`config.mk`:
```
export PLATFORM = sky130hd
export DESIGN_NAME = uart_tx_flat
export DESIGN_NICKNAME = d
export VERILOG_FILES = /design/src/rtl/uart_tx_if.sv /design/src/rtl/uart_tx.sv /design/src/flat_wrapper.sv
export SDC_FILE = /design/constraint.sdc
export NUM_CORES = 1
export LEC_CHECK = 0
export BUFFER_PORTS_ARGS = -buffer_cell sky130_fd_sc_hd__buf_2
export CORE_ASPECT_RATIO = 1.4
export CORE_MARGIN = 3
export CORE_UTILIZATION = 57
export CTS_CLUSTER_DIAMETER = 30
export CTS_CLUSTER_SIZE = 40
export DETAILED_ROUTE_END_ITERATION = 7
export PLACE_DENSITY = 0.79
export SLEW_MARGIN = 20
export SYNTH_ARGS = -nofsm -noshare
export SYNTH_HDL_FRONTEND = slang
export SYNTH_SLANG_ARGS = --single-unit
```
`constraint.sdc`:
```
create_clock -name clk -period 3.45 [get_ports clk]
set_clock_uncertainty 0.2 [all_clocks]
set_input_delay 0.5175 -clock clk [delete_from_list [all_inputs] [get_ports clk]]
set_output_delay 0.5175 -clock clk [all_outputs]
set_load 0.02 [all_outputs]
```
`src/rtl/uart_tx_if.sv`:
```
// Parallel-side bundle for the UART transmitter: byte request, frame options, line and busy.
// master drives the request, slave is the transmitter.
interface uart_tx_if #(
    parameter int DATA_WIDTH     = 8,
    parameter int PRESCALE_WIDTH = 6
);
    logic [DATA_WIDTH-1:0]     p_data;
    logic                      data_valid;
    logic                      par_en;
    logic                      par_type;
    logic [PRESCALE_WIDTH-1:0] prescale;
    logic                      tx_out;
    logic                      busy;

    modport master (
        output p_data, data_valid, par_en, par_type, prescale,
        input  tx_out, busy
    );

    modport slave (
        input  p_data, data_valid, par_en, par_type, prescale,
        output tx_out, busy
    );
endinterface

```
`src/rtl/uart_tx.sv`:
```
// UART transmitter: start bit, LSB-first data, optional parity, stop bit(s), prescale cycles per bit.
// Build option UART_TX_TWO_STOP_EN: when defined the frame ends with two stop bits instead of one.
module uart_tx #(
    parameter int DATA_WIDTH     = 8,
    parameter int PRESCALE_WIDTH = 6
) (
    input  logic      clk,
    input  logic      rst,
    uart_tx_if.slave  bus
);
    localparam int BIT_W = (DATA_WIDTH > 1) ? $clog2(DATA_WIDTH) : 1;
    localparam logic [BIT_W-1:0] DATA_LAST = BIT_W'(DATA_WIDTH - 1);
`ifdef UART_TX_TWO_STOP_EN
    localparam logic [BIT_W-1:0] STOP_LAST = BIT_W'(1);
`else
    localparam logic [BIT_W-1:0] STOP_LAST = BIT_W'(0);
`endif

    typedef enum logic [2:0] {
        IDLE   = 3'd0,
        START  = 3'd1,
        DATA   = 3'd2,
        PARITY = 3'd3,
        STOP   = 3'd4
    } state_t;

    // Even parity is the XOR of the data; odd parity is its complement.
    function automatic logic parity_bit(input logic [DATA_WIDTH-1:0] data, input logic odd);
        return (^data) ^ odd;
    endfunction

    state_t                    state_r, state_nxt_s;
    logic [PRESCALE_WIDTH-1:0] cyc_cnt_r, cyc_nxt_s;
    logic [BIT_W-1:0]          bit_cnt_r, bit_nxt_s;
    logic [DATA_WIDTH-1:0]     data_r;
    logic                      par_en_r;
    logic                      par_type_r;
    logic [PRESCALE_WIDTH-1:0] prescale_r;
    logic                      tx_r, tx_nxt_s;
    logic                      busy_r, busy_nxt_s;
    logic                      load_s;
    logic                      last_cyc_s;

    // prescale 0 makes P-1 wrap to all ones, i.e. a full 2**PRESCALE_WIDTH cycle bit.
    assign last_cyc_s = (cyc_cnt_r == (prescale_r - PRESCALE_WIDTH'(1)));

    // Next-state, counters and next values of the registered outputs.
    always_comb begin
        state_nxt_s = state_r;
        cyc_nxt_s   = cyc_cnt_r + PRESCALE_WIDTH'(1);
        bit_nxt_s   = bit_cnt_r;
        load_s      = 1'b0;
        tx_nxt_s    = 1'b1;
        busy_nxt_s  = 1'b1;

        case (state_r)
            IDLE: begin
                cyc_nxt_s = {PRESCALE_WIDTH{1'b0}};
                bit_nxt_s = {BIT_W{1'b0}};
                if (bus.data_valid) begin
                    state_nxt_s = START;
                    load_s      = 1'b1;
                end else begin
                    state_nxt_s = IDLE;
                end
            end
            START: begin
                if (last_cyc_s) begin
                    cyc_nxt_s   = {PRESCALE_WIDTH{1'b0}};
                    bit_nxt_s   = {BIT_W{1'b0}};
                    state_nxt_s = DATA;
                end else begin
                    state_nxt_s = START;
                end
            end
            DATA: begin
                if (last_cyc_s) begin
                    cyc_nxt_s = {PRESCALE_WIDTH{1'b0}};
                    if (bit_cnt_r == DATA_LAST) begin
                        bit_nxt_s   = {BIT_W{1'b0}};
                        state_nxt_s = par_en_r ? PARITY : STOP;
                    end else begin
                        bit_nxt_s   = bit_cnt_r + BIT_W'(1);
                    end
                end else begin
                    state_nxt_s = DATA;
                end
            end
            PARITY: begin
                if (last_cyc_s) begin
                    cyc_nxt_s   = {PRESCALE_WIDTH{1'b0}};
                    bit_nxt_s   = {BIT_W{1'b0}};
                    state_nxt_s = STOP;
                end else begin
                    state_nxt_s = PARITY;
                end
            end
            STOP: begin
                // bit_cnt counts stop bits here so the two-stop build reuses the same counter.
                if (last_cyc_s) begin
                    cyc_nxt_s = {PRESCALE_WIDTH{1'b0}};
                    if (bit_cnt_r == STOP_LAST) begin
                        bit_nxt_s   = {BIT_W{1'b0}};
                        state_nxt_s = IDLE;
                    end else begin
                        bit_nxt_s   = bit_cnt_r + BIT_W'(1);
                    end
                end else begin
                    state_nxt_s = STOP;
                end
            end
            default: begin
                cyc_nxt_s   = {PRESCALE_WIDTH{1'b0}};
                bit_nxt_s   = {BIT_W{1'b0}};
                state_nxt_s = IDLE;
            end
        endcase

        case (state_nxt_s)
            IDLE:    busy_nxt_s = 1'b0;
            START:   tx_nxt_s   = 1'b0;
            DATA:    tx_nxt_s   = data_r[bit_nxt_s];
            PARITY:  tx_nxt_s   = parity_bit(data_r, par_type_r);
            STOP:    tx_nxt_s   = 1'b1;
            default: busy_nxt_s = 1'b0;
        endcase
    end

    // State, counters, latched frame options and registered line outputs.
    always_ff @(posedge clk or negedge rst) begin
        if (!rst) begin
            state_r    <= IDLE;
            cyc_cnt_r  <= {PRESCALE_WIDTH{1'b0}};
            bit_cnt_r  <= {BIT_W{1'b0}};
            data_r     <= {DATA_WIDTH{1'b0}};
            par_en_r   <= 1'b0;
            par_type_r <= 1'b0;
            prescale_r <= {PRESCALE_WIDTH{1'b0}};
            tx_r       <= 1'b1;
            busy_r     <= 1'b0;
        end else begin
            state_r   <= state_nxt_s;
            cyc_cnt_r <= cyc_nxt_s;
            bit_cnt_r <= bit_nxt_s;
            tx_r      <= tx_nxt_s;
            busy_r    <= busy_nxt_s;
            if (load_s) begin
                data_r     <= bus.p_data;
                par_en_r   <= bus.par_en;
                par_type_r <= bus.par_type;
                prescale_r <= bus.prescale;
            end
        end
    end

    assign bus.tx_out = tx_r;
    assign bus.busy   = busy_r;
endmodule

```
`src/flat_wrapper.sv`:
```
// flat-port wrapper written by rule: the top's interface ports become plain ports
module uart_tx_flat 
#(
    parameter int DATA_WIDTH     = 8,
    parameter int PRESCALE_WIDTH = 6
)
  (clk, rst, bus_p_data, bus_data_valid, bus_par_en, bus_par_type, bus_prescale, bus_tx_out, bus_busy);
  uart_tx_if #(.DATA_WIDTH(DATA_WIDTH), .PRESCALE_WIDTH(PRESCALE_WIDTH)) bus_i ();
  input  logic clk;
  input  logic rst;
  input wire logic [$bits(bus_i.p_data)-1:0] bus_p_data;
  input wire logic [$bits(bus_i.data_valid)-1:0] bus_data_valid;
  input wire logic [$bits(bus_i.par_en)-1:0] bus_par_en;
  input wire logic [$bits(bus_i.par_type)-1:0] bus_par_type;
  input wire logic [$bits(bus_i.prescale)-1:0] bus_prescale;
  output wire logic [$bits(bus_i.tx_out)-1:0] bus_tx_out;
  output wire logic [$bits(bus_i.busy)-1:0] bus_busy;
  assign bus_i.p_data = bus_p_data;
  assign bus_i.data_valid = bus_data_valid;
  assign bus_i.par_en = bus_par_en;
  assign bus_i.par_type = bus_par_type;
  assign bus_i.prescale = bus_prescale;
  assign bus_tx_out = bus_i.tx_out;
  assign bus_busy = bus_i.busy;
  uart_tx #(.DATA_WIDTH(DATA_WIDTH), .PRESCALE_WIDTH(PRESCALE_WIDTH)) u_core (.clk(clk), .rst(rst), .bus(bus_i));
endmodule
```
=== After elaboration in Yosys (flattened, before gate mapping) ===
Cells that the tools add are included.

* Add/sub/neg operators: 3
* $lt $le $gt $ge: 1
* Eq/ne operators: 10
* Multiplexer cells: 23
* Bitwise logic cells: 1
* Reduce and logical (&&, ||, !) cells: 6

{| class="wikitable"
|+ Operator list
! operator !! count
|-
| 3-bit 2-to-1 mux || 11
|-
| 3-bit case mux with 5 select lines || 1
|-
| 3-bit by 2-bit == test with 1-bit output, second input constant || 4
|-
| 6-bit 2-to-1 mux || 2
|-
| 3-bit == test, second input constant || 3
|-
| 3-bit case mux with 3 select lines || 1
|-
| 4-bit OR reduction || 2
|-
| 8-bit parity || 1
|-
| 6-bit by 1-bit adder with 6-bit output, second input constant || 1
|-
| 3-bit by 1-bit == test with 1-bit output, second input constant || 2
|-
| 6-bit == test || 1
|-
| 3-bit zero test || 2
|-
| 6-bit by 1-bit subtractor with 6-bit output, second input constant || 1
|-
| 1-bit 2-to-1 mux || 5
|-
| 3-bit by 4-bit less-than comparator with 1-bit output, second input constant || 1
|-
| 3-bit by 1-bit adder with 3-bit output, second input constant || 1
|-
| 1-bit binary-select mux with 3-bit select || 1
|-
| 1-bit case mux with 3 select lines || 1
|-
| 2-bit 2-to-1 mux || 1
|-
| 2-bit OR reduction || 1
|-
| 1-bit XOR || 1
|}

* Flip-flop bits (word level): 30
* Input port bits: 19
* Output and inout bits: 2
* Word-level logic and storage cells: 53

=== Depth between registers and ports, before layout ===
* Depth after elaboration: 7
* Depth in mapped cells: 11
* Depth with buffers taken out: 10

=== Worst setup path before layout ===
No wires, ideal clock.

* Kind: reg-to-reg
* Start point: register u_core.prescale_r[0]
* End point: register u_core.tx_r (netlist: u_core.bus.tx_out)
* Setup time: 0.094 ns
* Arrival: 2.419 ns
* Required time: 3.156 ns
* Slack: 0.737 ns
* Cell stages (with the launch flop): 12
* Path buffers: 1
* Clock period less this slack: 2.713 ns
* Path through: dfrtp_1 -> inv_1 -> ha_1 -> nand2b_1 -> o211a_1 -> o31ai_2 -> and2_4 -> buf_6 -> mux2_4 -> inv_2 -> mux2_4 -> o311ai_2

* Cells in the longest elaborated chain, start to end: 7
* Elaborated cells between the ends (all ways): 17
* Classes of those cells: add/sub (1); eq/ne (4); mux (12)

{| class="wikitable"
|+ Ends and longest elaborated chain
! item !! line !! source
|-
| from (decl) || uart_tx.sv:38 || <nowiki>logic [PRESCALE_WIDTH-1:0] prescale_r;</nowiki>
|-
| from (signal assigned) || uart_tx.sv:138 || <nowiki>prescale_r <= {PRESCALE_WIDTH{1'b0}};</nowiki>
|-
| from (signal assigned) || uart_tx.sv:151 || <nowiki>prescale_r <= bus.prescale;</nowiki>
|-
| 6-bit by 1-bit subtractor with 6-bit output * || uart_tx.sv:45 || <nowiki>assign last_cyc_s = (cyc_cnt_r == (prescale_r - PRESCALE_WIDTH'(1)));</nowiki>
|-
| 6-bit == test * || uart_tx.sv:45 ||
|-
| 3-bit 2-to-1 mux (on tied branches) || -- ||
|-
| 3-bit case mux with 3 select lines * || uart_tx.sv:56 || <nowiki>case (state_r)</nowiki>
|-
| named net u_core.bit_nxt_s[1] || uart_tx.sv:34 || <nowiki>logic [BIT_W-1:0] bit_cnt_r, bit_nxt_s;</nowiki>
|-
| 1-bit binary-select mux with 3-bit select * || uart_tx.sv:122 || <nowiki>DATA: tx_nxt_s = data_r[bit_nxt_s];</nowiki>
|-
| 1-bit 2-to-1 mux (implied by the code) * || uart_tx.sv:122 ||
|-
| 1-bit case mux with 3 select lines * || uart_tx.sv:119 || <nowiki>case (state_nxt_s)</nowiki>
|-
| named net u_core.tx_nxt_s || uart_tx.sv:39 || <nowiki>logic tx_r, tx_nxt_s;</nowiki>
|-
| to (signal assigned) || uart_tx.sv:145 || <nowiki>tx_r <= tx_nxt_s;</nowiki>
|-
| to (decl) || uart_tx.sv:39 ||
|}

Mark *: on every way through the listed nets, which the timed path passes. The rest lies on a longest branch. The select of a mux whose other input is x is not followed.
A chain may end at the register's enable or synchronous reset.

=== Worst setup path in the final report ===
Ends and elaborated chain as after synthesis.

==> impl_results.rst <==
.. list-table::
   :header-rows: 1

   * - Metric
     - Value
   * - Status
     - finished, final reports clean
   * - Switching power share of the total
     - 0.381
   * - Async set or reset register ratio after synthesis
     - 1.00
   * - Kind of critical path
     - reg -> reg
   * - Vias in the first global route
     - between 1000 and 1500
   * - Drt first pass iters
     - 4
   * - Final hold slack
     - roughly 0.0042 ns
   * - Crit path launch type
     - flip-flop
   * - Cts bufs inserted
     - 5
   * - Minimum setup slack among reg-to-reg paths
     - ~0.55 ns
   * - Die boundary width
     - approximately 52 µm
   * - Root buffer selected by CTS
     - clkbuf_4
   * - Largest vdd supply drop
     - 0.614 mV
   * - Worst Hold Class
     - in -> async
   * - Gate power share
     - 0.474
   * - RR Startpoint
     - u_core.prescale_r[0]
   * - Weighted congestion reported at the end of routability-driven placement
     - around 0.86
   * - Clock Pin Slew Worst Setup and Hold Paths
     - ~0.090 ns
   * - Die outline area
     - 3690 µm²
   * - Starting utilization of the core area
     - 0.625
   * - Top cells by instance count after synthesis
     - dfrtp_1, mux2_2, nor2_1
   * - Number of routed nets with antenna violations
     - 0
   * - Met3 track demand over resource
     - 0.0526
   * - Maximum root-to-sink buffer count
     - 2
   * - Ant. Diodes
     - 0
   * - Post-synthesis sequential element count
     - 30
   * - Cells resized by post-CTS repair
     - 0
   * - Site Rows
     - 22
   * - Crit. End Element
     - flip-flop
   * - Number of enable-type register cells in the synthesized netlist
     - 0
   * - Worst-path fanout max
     - 7
   * - Number of input and output port buffers inserted
     - 20
   * - Wire length of the first global-routing pass
     - approximately 5.5 mm
   * - Crit path required time
     - 3.49 ns
   * - Die height
     - just over 70 µm
   * - Number of nets in the finished design
     - approximately 200
   * - Pint
     - around 1.1 mW
   * - Max-capacitance violation count
     - 0
   * - Slew margin rel.
     - 0.563
   * - Area growth from synthesis to final layout
     - 12.6%
   * - Post-synth top area share
     - 0.426
   * - Flip-flop cell with the highest count after synthesis
     - dfrtp_1
   * - Unrepaired setup endpoints after global routing
     - no
   * - Syn_nets
     - between 150 and 200
   * - Layout fillers
     - approximately 210
   * - Global route overflow
     - 0
   * - Number of levels in the clock H-tree
     - 2
   * - Pins Over Slew Limit
     - 0
   * - Final critical-path required period
     - slightly below 3 ns
   * - Area used by multi-input combinational logic
     - between 800 and 900 µm²
   * - Setup repair bufs after CTS
     - 0
   * - Antenna violations before repair
     - 0
   * - Clock network fraction of design power
     - 0.147
   * - Net switching component of the power
     - ~660 µW
   * - Most common cell in the netlist
     - dfrtp_1
   * - Maximum number of pins on one net before global-route repair
     - 31
   * - Static Leak
     - 0.889 nW
   * - TritonCTS clock tree
     - done
   * - Total Wirelength
     - 3.10 mm
   * - Count of clock tree sinks
     - 30
   * - Yosys top cell by area
     - dfrtp_1
   * - Vias post-DR
     - 1216
   * - Destination of the worst register-to-register timing path
     - u_core.bus.tx_out
   * - Pwr/cell area
     - between 900 and 1000 nW/µm²
   * - Count of cell types in the netlist
     - 42
   * - Setup-violating endpoint count in the final report
     - 0
   * - Sequential share of the synthesized area
     - 0.441
   * - Post-detailed-route via-to-cell ratio
     - between 5 and 6
   * - Number of warning messages in the yosys log
     - 0
   * - Wire per inst
     - roughly 14 µm
   * - Post-synthesis cell count
     - 158
   * - Slew at the pin with the worst max-slew slack
     - between 0.6 and 0.7 ns
   * - Most Used Layer, Global Route
     - met2
   * - Achievable frequency
     - 0.345 GHz
   * - Cts-stage hold buffer count
     - 0
   * - Ratio of cells with drive above 1 in the final layout
     - 0.317
   * - First DRT Iteration DRCs
     - 32
   * - Worst Path Arrival
     - 2.94 ns
   * - Cell area after synthesis
     - 1700 µm²
   * - Placeable core region
     - 2730 µm²
   * - Setup TNS
     - 0 ns
   * - Source of the critical timing path
     - u_core.prescale_r[0]
   * - Period utilization
     - 0.840
   * - Cells on worst reg2reg path
     - 10
   * - Post-Syn Area per Cell
     - 10.8 µm²
   * - Leading cell types by total area after synthesis
     - dfrtp_1, mux2_2, xnor2_1, xor2_1, ha_1
   * - Met1 Usage GRT
     - 0.216
   * - Fraction of power consumed by sequential logic
     - 0.378
   * - Number of DRC violations after detailed routing
     - 0
   * - Post-DP HPWL
     - 2.32 mm
   * - Number of failing hold endpoints at the final stage
     - 0
   * - Met2 GRT Util
     - 0.352
   * - Latest clock arrival within the worst-skew pair
     - approximately 0.33 ns
   * - Total area of sequential cells
     - 752 µm²
   * - Num ports
     - 21
   * - Overall global routing resource usage
     - 0.202
[power by group through the flow]
stage	logic, mW	registers, mW	clock network (mW)
2_1_floorplan	0.697	0.621	0
3_3_place_gp	0.789	0.646	0
3_5_place_dp	0.828	0.661	0
4_1_cts	0.831	0.653	0.265
5_1_grt	0.920	0.677	0.282
6_report	0.824	0.657	0.256
[how the worst max path moves through the flow]
stage	endpoint	slack, ns	cells after the start
after floorplan	u_core.bus.tx_out	0.74	11
after global placement	u_core.bus.tx_out	0.71	10
after detailed placement	u_core.bus.tx_out	0.59	10
after CTS	u_core.bus.tx_out	0.56	10
after global routing	u_core.bus.tx_out	0.38	10
final	u_core.bus.tx_out	0.55	10
[placed cells by master, fill, tap and decap left out, types with 2 or more instances in the layout]
cell	netlist	final
xor2_1	9	9
buf_2	0	20
nor2_1	12	12
a21oi_1	4	4
ha_1	5	5
clkbuf_4	0	5
dfrtp_1	29	29
nand2_1	9	9
mux2_4	2	2
o21ai_0	6	6
nand2b_1	5	5
mux2_2	14	14
nor3_1	3	3
nand3_1	8	8
a21o_1	2	2
xnor2_1	10	10
clkbuf_8	0	3
mux2i_1	3	3
inv_1	9	9
[cells by family after synthesis]
kind of cell | after synthesis | share of synthesized area
flops | 30 | 0.441
buf+inv | 14 | 0.0352
simple gates | 49 | 0.156
mux | 20 | 0.136
fa+ha+maj | 5 | 0.0367
compound gates | 21 | 0.0977
xor+xnor | 19 | 0.0977
[registers in the layout, indices dropped and copies added (netlist names)]
signal	cells
u_core.bit_cnt_r	3
u_core.bus.busy	1
u_core.bus.tx_out	1
u_core.cyc_cnt_r	6
u_core.data_r	8
u_core.par_en_r	1
u_core.par_type_r	1
u_core.prescale_r	6
u_core.state_r	3
[area by class of cell]
| type | instances | area share |
|---|---|---|
| Clock buffer | 8 | 0.0411 |
| Sequential cell | 30 | 0.392 |
| Timing Repair Buffer | 21 | 0.0561 |
| Inverter | 10 | 0.0196 |
| Tap cell | 36 | 0.0235 |
| Multi-Input combinational cell | 114 | 0.468 |
[through the flow]
stage                      util  instances  power, mW  area, µm²  setup slack [ns]
after CTS                 0.704        219       1.75       1920             0.560
after global routing      0.704        219       1.88       1920             0.384
after floorplan               -        158       1.32       1700             0.737
after detailed placement  0.675        211       1.49       1840             0.586
final                     0.704        219       1.74       1920             0.553
after global placement    0.675        211       1.43       1840             0.713
[routing by layer]
layer / vias up / share of wire
li1: 591 / -
met1: 591 / 0.39
met2: 28 / 0.54
met3: 6 / 0.041
met4: 0 / 0.024
met5: - / 0
[worst max-delay path, stage by stage (launching register included)]
cell and delay (ns):
dfrtp_1 0.42, inv_1 0.08, ha_1 0.23, nand2b_1 0.16
o211a_1 0.14, o31ai_2 0.40, and2_4 0.28, mux2_4 0.32
inv_2 0.07, mux2_4 0.29, o311ai_2 0.21
(Power assumes the default switching activity.)
